===== src/rtl/hci_bank_arbiter.sv =====
// Arbitrates N_REQ HCI requesters onto one TCDM bank port (round-robin or fixed priority),
// routes one-cycle-delayed responses by requester ID and runs the atomic test-and-set write.
module hci_bank_arbiter #(
  parameter int N_REQ = 4,
  parameter int AW    = 12,
  parameter int DW    = 32,
  parameter int BW    = 8,
  parameter int IW    = N_REQ
) (
  input  logic                    clk_i,
  input  logic                    rst_ni,
  input  logic                    arb_policy_i,
  input  logic [N_REQ-1:0]        req_i,
  input  logic [N_REQ*AW-1:0]     add_i,
  input  logic [N_REQ-1:0]        wen_i,
  input  logic [N_REQ*DW-1:0]     wdata_i,
  input  logic [N_REQ*DW/BW-1:0]  be_i,
  input  logic [N_REQ-1:0]        ts_i,
  output logic [N_REQ-1:0]        gnt_o,
  output logic [N_REQ-1:0]        r_valid_o,
  output logic [DW-1:0]           r_rdata_o,
  output logic                    mem_req_o,
  output logic [AW-1:0]           mem_add_o,
  output logic                    mem_wen_o,
  output logic [DW-1:0]           mem_wdata_o,
  output logic [DW/BW-1:0]        mem_be_o,
  output logic [IW-1:0]           mem_id_o,
  input  logic                    mem_gnt_i,
  input  logic [DW-1:0]           mem_r_rdata_i
);

  localparam int BEW   = DW / BW;
  localparam int IDX_W = (N_REQ > 1) ? $clog2(N_REQ) : 1;

  typedef enum logic [0:0] {ARB, TS_WR} state_e;

  state_e             state_q, state_d;
  logic [IDX_W-1:0]   rr_q, rr_d;
  logic [IDX_W-1:0]   winner;
  logic [N_REQ-1:0]   valid_q, valid_d;
  logic [AW-1:0]      ts_add_q, ts_add_d;

  logic [AW-1:0]      add_arr   [N_REQ];
  logic [DW-1:0]      wdata_arr [N_REQ];
  logic [BEW-1:0]     be_arr    [N_REQ];

  for (genvar gi = 0; gi < N_REQ; gi++) begin : g_unpack
    assign add_arr[gi]   = add_i[gi*AW +: AW];
    assign wdata_arr[gi] = wdata_i[gi*DW +: DW];
    assign be_arr[gi]    = be_i[gi*BEW +: BEW];
  end

  // Scan candidates starting at rr_q (round-robin) or at 0 (fixed); first requester wins.
  always_comb begin
    logic             found;
    logic [IDX_W:0]   sum;
    logic [IDX_W-1:0] cand;
    winner = '0;
    found  = 1'b0;
    sum    = '0;
    cand   = '0;
    for (int k = 0; k < N_REQ; k++) begin
      if (arb_policy_i) begin
        cand = IDX_W'(k);
      end else begin
        sum = {1'b0, rr_q} + (IDX_W+1)'(k);
        if (sum >= (IDX_W+1)'(N_REQ)) sum = sum - (IDX_W+1)'(N_REQ);
        cand = sum[IDX_W-1:0];
      end
      if (!found && req_i[cand]) begin
        winner = cand;
        found  = 1'b1;
      end
    end
  end

  always_comb begin
    state_d     = state_q;
    rr_d        = rr_q;
    valid_d     = '0;
    ts_add_d    = ts_add_q;
    gnt_o       = '0;
    mem_req_o   = 1'b0;
    mem_add_o   = '0;
    mem_wen_o   = 1'b0;
    mem_wdata_o = '0;
    mem_be_o    = '0;
    mem_id_o    = '0;
    r_rdata_o   = mem_r_rdata_i;
    r_valid_o   = valid_q;

    case (state_q)
      ARB: begin
        if (|req_i) begin
          mem_req_o     = 1'b1;
          mem_add_o     = add_arr[winner];
          mem_wen_o     = wen_i[winner];
          mem_wdata_o   = wdata_arr[winner];
          mem_be_o      = be_arr[winner];
          mem_id_o      = IW'(1) << winner;
          gnt_o[winner] = mem_gnt_i;
          if (mem_gnt_i) begin
            rr_d    = (winner == IDX_W'(N_REQ-1)) ? '0 : winner + 1'b1;
            valid_d = N_REQ'(1) << winner;
            if (wen_i[winner] && ts_i[winner]) begin
              ts_add_d = add_arr[winner];
              state_d  = TS_WR;
            end
          end
        end
      end
      TS_WR: begin
        // Locked all-ones write: no requester sees a grant and no response is produced.
        mem_req_o   = 1'b1;
        mem_add_o   = ts_add_q;
        mem_wen_o   = 1'b0;
        mem_wdata_o = '1;
        mem_be_o    = '1;
        if (mem_gnt_i) state_d = ARB;
      end
      default: state_d = ARB;
    endcase

    // Outputs read as zero for as long as reset is held, even with requests present.
    if (!rst_ni) begin
      gnt_o       = '0;
      r_valid_o   = '0;
      r_rdata_o   = '0;
      mem_req_o   = 1'b0;
      mem_add_o   = '0;
      mem_wen_o   = 1'b0;
      mem_wdata_o = '0;
      mem_be_o    = '0;
      mem_id_o    = '0;
    end
  end

  always_ff @(posedge clk_i or negedge rst_ni) begin
    if (!rst_ni) begin
      state_q  <= ARB;
      rr_q     <= '0;
      valid_q  <= '0;
      ts_add_q <= '0;
    end else begin
      state_q  <= state_d;
      rr_q     <= rr_d;
      valid_q  <= valid_d;
      ts_add_q <= ts_add_d;
    end
  end

endmodule


===== config.mk =====
export PLATFORM = sky130hd
export DESIGN_NAME = hci_bank_arbiter
export DESIGN_NICKNAME = d
export VERILOG_FILES = /design/src/rtl/hci_bank_arbiter.sv
export SDC_FILE = /design/constraint.sdc
export NUM_CORES = 1
export LEC_CHECK = 0
export ABC_AREA = 1
export BUFFER_PORTS_ARGS = -buffer_cell sky130_fd_sc_hd__buf_2
export CAP_MARGIN = 15
export CORE_AREA = 4 4 127 129
export DETAILED_ROUTE_END_ITERATION = 10
export DIE_AREA = 0 0 131 133
export PLACE_DENSITY = 0.66
export SYNTH_ARGS = -nofsm -noshare
export SYNTH_HDL_FRONTEND = slang
export SYNTH_SLANG_ARGS = --single-unit
export TNS_END_PERCENT = 1

===== constraint.sdc =====
create_clock -name clk_i -period 3 [get_ports clk_i]
set_input_delay 0.3 -clock clk_i [delete_from_list [all_inputs] [get_ports clk_i]]
set_output_delay 0.3 -clock clk_i [all_outputs]
set_load 0.05 [all_outputs]

# --- Word-level counts from Yosys, hierarchy flattened ---
# Cells that the tools add are included.
totals:
  reg_bits: 19
  inputBits: 240
  out_inout_bits: 94
  wordCells: 109
classes:
  n_addsub: 8
  n_lt_le_gt_ge: 11
  eq_ne: 1
  n_shift: 1
  n_mux: 70
  bitwise: 3
  reduce_logical: 11
ops:
  columns: ["operator", "n"]
  rows:
  - ["32-bit two-way mux", 5]
  - ["32-bit binary-select mux with 2-bit select", 1]
  - ["32-bit one-hot mux with 2 select lines", 1]
  - ["4-bit two-way mux", 14]
  - ["12-bit two-way mux", 4]
  - ["2-bit two-way mux", 13]
  - ["12-bit binary-select mux with 2-bit select", 1]
  - ["12-bit one-hot mux with 2 select lines", 1]
  - ["1-bit two-way mux", 18]
  - ["2-bit by 3-bit < comparator with 1-bit output, second input constant", 5]
  - ["1-bit binary-select mux with 2-bit select", 6]
  - ["3-bit greater-or-equal comparator, second input constant", 4]
  - ["4-bit binary-select mux with 2-bit select", 1]
  - ["4-bit one-hot mux with 2 select lines", 1]
  - ["2-bit by 1-bit subtractor with 2-bit output, second input constant", 4]
  - ["2-bit by 2-bit adder with 3-bit output, second input constant", 2]
  - ["1-bit one-hot mux with 2 select lines", 3]
  - ["1-bit logical AND", 5]
  - ["4-bit bitwise AND", 1]
  - ["4-bit AND reduction", 1]
  - ["4-bit OR reduction", 1]
  - ["1-bit by 2-bit left shift with 4-bit output, first input constant", 1]
  - ["2-bit by 1-bit adder with 3-bit output, second input constant", 1]
  - ["2-bit by 3-bit greater-or-equal comparator with 1-bit output, second input constant", 1]
  - ["8 further kinds", 10]

# --- Longest topological paths before layout ---
depth:
  depth_word: 23
  mapped_depth: 20
  mapped_depth_nobuf: 18

# --- Least setup slack after synthesis ---
# Ideal clock, no wire load.
synth_timing:
  kind: "flip-flop to output port"
  from: "register rr_q[0]"
  to: "output port gnt_o[1]"
  t_arrival_ns: 2.958
  required_ns: 2.700
  slack_ns: -0.258
  stages_incl_launch_ff: 17
  path_buffers: 4
  path_cell_list: "dfrtp_1 -> buf_6 -> nand2_1 -> nand2_1 -> nor2_1 -> nand2_1 -> nand2_1 -> nand3b_1 -> nand3_2 -> nand2_2 -> buf_8 -> inv_4 -> buf_6 -> buf_6 -> ha_1 -> inv_1 -> nor3_1"
synth_between:
  elab_chain_cells: 23
  word_cells_on_any_way: 49
  classes_between: "add/sub (7); order compare (6); mux (28); bitwise (1); reduce/logical (7)"
synth_lines:
  columns: ["item", "line", "text"]
  rows:
  - ["start, declared", "38", "logic [IDX_W-1:0] rr_q, rr_d;"]
  - ["start signal, assigned", "146", "rr_q <= rr_d;"]
  - ["parallel branches: the longest is 14 deep, another holds 2-bit by 1-bit adder with 3-bit output", null, null]
  - ["2-bit two-way mux (*)", "70", "if (!found && req_i[cand]) begin"]
  - ["2-bit by 3-bit < comparator with 1-bit output (implied by the code) / 2-bit by 1-bit greater-or-equal comparator with 1-bit output (equally long branches)", "101", "gnt_o[winner] = mem_gnt_i;"]
  - ["1-bit logical AND (implied by the code)", "101", null]
  - ["1-bit two-way mux (implied by the code)", "101", null]
  - ["1-bit demux with 2-bit select (*)", "101", null]
  - ["4-bit bitwise AND (no line) (*)", null, null]
  - ["4-bit two-way mux (*)", "94", "if (|req_i) begin"]
  - ["4-bit two-way mux (*)", "92", "case (state_q)"]
  - ["4-bit two-way mux (*)", "125", "if (!rst_ni) begin"]
  - ["end, declared", "19", "output logic [N_REQ-1:0] gnt_o,"]
# Mark *: on every way between the ends. The select of a mux whose other input is x is not followed.

# --- Final worst setup path ---
layout_timing:
  from: "register rr_q[0]"
  to: "output port mem_add_o[8]"
layout_between:
  elab_chain_cells: 22
  word_cells_on_any_way: 47
  classes_between: "add/sub (7); order compare (4); mux (29); bitwise (1); reduce/logical (6)"
layout_lines:
  columns: ["item", "line", "text"]
  rows:
  - ["parallel branches: the longest is 14 deep, another holds 2-bit by 1-bit adder with 3-bit output", null, null]
  - ["2-bit two-way mux (*)", "70", null]
  - ["2-bit inverter with 3-bit output (implied by the code) (*)", "96", "mem_add_o = add_arr[winner];"]
  - ["12-bit binary-select mux with 2-bit select (*)", "96", null]
  - ["12-bit two-way mux (implied by the code) (*) (2 in a row)", "96", null]
  - ["12-bit two-way mux (*)", "94", null]
  - ["12-bit one-hot mux with 2 select lines (*)", "92", null]
  - ["12-bit two-way mux (*)", "125", null]
  - ["end, declared", "23", "output logic [AW-1:0] mem_add_o,"]
# Marks and branches as above.

==> results.txt <==
Status - complete, no violations
Fin. max-slew vios - 0
Met3 Use GR - 2.66%
Routed vias/inst - 4.75
DR iter-0 viols - 368
Met1 Use GR - 19.4%
Mapped Cells - 745
Total chip power - 8.59 mW
Drt total wl - 19400 um
Final Skew - 0.00587 ns
CP Capture Type - output port
Layout area overhead - 74.2%
Setup WS post-layout - 0.0421 ns
Initial antenna violation count - 4
CP Class - register to output port
Placer Congestion - 0.825
Max Cap Viol - 0
Pwr dens - 1290 nW/um2
CTS Hold Bufs - 0
Vias in the first global route - 5294
Global Route met2 Usage - 33.4%
Worst-margin pin slew - 0.944 ns
#FFs+latches synth - 19
DP Wirelength - 13700 um
Synth unique cells - 30
RSZ-0062 raised after global routing - true
Fillers - 1606
Remaining Overflow, GRT - 0
Final critical-path required period - 2.96 ns
Crit path DAT - 2.66 ns
Clock Latency Late Sink - 0.25 ns
# clock sinks - 19
Setup violators final - 0
Largest net degree at the start of global routing - 55
Number of core rows - 45
I/O Buffers - 333
Clock Path Buffers - 2
Core area - 15000 um2
Worst-path clk slew - 0.06 ns
Starting Density - 25.4%
Leakage dissipation - 4.13 nW
Final net count - 1317
# IOs - 334
Vias - 5994
DIE AREA - 17400 um2
Htree depth - 1
GRT busiest layer - met2
First-pass DRT Iterations - 5
CTS buffer count - 3
Max IR drop VDD - 0.000823 V
Mapped Nets - 989
Mapped Area - 3820 um2
Wire length of the first global-routing pass - 25100 um
Fmax - 0.338 GHz
Avg Cell Area, Syn - 5.13 um2
Tcrit/Tclk final - 98.6%
Die width - 131 um
Total track usage - 17.5%
Clock root buffer - clkbuf_16
Die Y - 133 um
Crit start category - register
Post-Place Worst Slack - 0.142 ns
Sequential fraction of the synthesis area - 12.4%
Final Hold Vio Count - 0
WL per Instance - 15.4 um
Min-delay worst type - primary input to asynchronous set/reset pin
Synth Warn # - 0
Share of post-route cells with drive strength above 1 - 41.0%
CTS tree - yes
CP required - 2.70 ns
Slew headroom - 36.9%
Detail Route Antenna Nets - 0
# DRC - 0
Crit-path max FO - 6
synthesized netlist by cell type, drive strengths merged:
cell type	number	area, um2
a21oi	17	85.1
and2	12	75.1
buf	39	285
clkbuf	11	41.3
dfrtp	19	475
ha	4	50.1
inv	131	499
nand2	199	779
nand3	94	518
nand3b	2	15.0
nand4	2	12.5
nor2	83	322
nor3	8	40.0
nor4	1	6.26
o21ai	122	611
o22ai	1	6.26
metal layers:
metal | wire length [um] | up-vias | part of all wire [%]
met3 | 1720 | 38 | 8.8
met1 | 7290 | 2668 | 38
met2 | 9920 | 306 | 51
li1 | - | 2982 | -
met4 | 478 | 0 | 2.5
met5 | 0 | - | 0
power by group:
| group | total [mW] | internal [mW] | switching, mW | leakage, nW |
|---|---|---|---|---|
| Combinational | 7.86 | 2.98 | 4.88 | 3.84 |
| Clock | 0.275 | 0.179 | 0.0967 | 0.0409 |
| Sequential | 0.450 | 0.372 | 0.0779 | 0.240 |
state kept, by name, indices dropped and copies added, names as in the netlist:
| name | cells |
|---|---|
| rr_q | 2 |
| state_q | 1 |
| ts_add_q | 12 |
| valid_q | 4 |
cells by family (layout without fill, tap and decap cells):
group,Yosys count,after routing,share of synthesized area [%]
and+or+nand+nor,401,403,46.3
buffers and inverters,181,506,21.6
AOI/OAI and AO/OA,140,140,18.4
DFF,19,19,12.4
adders and majority gates,4,4,1.31
other,0,3,0
critical path: stages, from the launching register on:
cell and delay, ns:
dfrtp_2 0.43, buf_4 0.16, buf_4 0.13, nand3b_1 0.08
nand2_1 0.07, nand2_1 0.08, nand2_2 0.07, nand3b_1 0.17
nand3_4 0.15, nand2_8 0.17, buf_12 0.13, clkbuf_16 0.13
nand2_1 0.06, nand3_2 0.08, nand3_1 0.08, a21oi_1 0.18
buf_4 0.23
worst paths after layout:
path	start	to	slack [ns]	cells past startpoint
setup / recovery	rr_q[0]	mem_add_o[8]	0.04	16
hold / removal	rst_ni	ts_add_q[9]	0.04	2
setup reg to reg	rr_q[0]	ts_add_q[11]	0.30	17
hold reg to reg	ts_add_q[11]	ts_add_q[11]	0.48	2
max in group asynchronous	rst_ni	valid_q[3]	2.59	2
min in group clk_i	mem_gnt_i	state_q	0.27	2
layout by cell type (no fill, tap or decap), types with 6 or more instances in the layout:
| cell type | n |
|---|---|
| buf_2 | 277 |
| nand2_1 | 186 |
| inv_1 | 124 |
| o21ai_1 | 91 |
| nor2_1 | 77 |
| nand3_1 | 77 |
| buf_6 | 56 |
| o21ai_0 | 28 |
| buf_4 | 21 |
| dfrtp_1 | 18 |
| nand3_2 | 14 |
| clkbuf_16 | 11 |
| a21oi_2 | 9 |
| a21oi_1 | 8 |
| nand2_2 | 7 |
| and2_0 | 7 |
| nor3_2 | 6 |
layout make-up:
cell class	count	area (um2)	share of cell area (%)
clock inverter	1	5.00	0.0752
clock buffer	3	75.1	1.13
multi-input combinational	547	2760	41.4
inverter	131	523	7.86
sequential	19	477	7.16
tap	188	235	3.53
antenna	3	7.51	0.113
timing repair buffer	371	2580	38.8
timing repair:
action / in CTS / in global routing
pin swaps: 1 / 11
buffers inserted: 0 / 11
setup endpoints to repair: 54 / 65
gates cloned: 0 / 14
resized for setup: 28 / 178
metrics by stage:
step / std cells / TNS (ns) / util, % / instance area [um2] / hold WS (ns)
4_1_cts: 1235 / 0 / 38.2 / 5740 / 0.0453
5_1_grt: 1263 / -4.18 / 44.3 / 6660 / 0.0551
3_5_place_dp: 1231 / 0 / 37.2 / 5590 / 0.319
3_3_place_gp: 1231 / 0 / 37.2 / 5590 / 0.322
2_1_floorplan: 745 / -1.86 / - / 3820 / 0.00441
6_report: 1263 / 0 / 44.3 / 6660 / 0.0425
No activity file was read; power rests on OpenSTA's default activity.
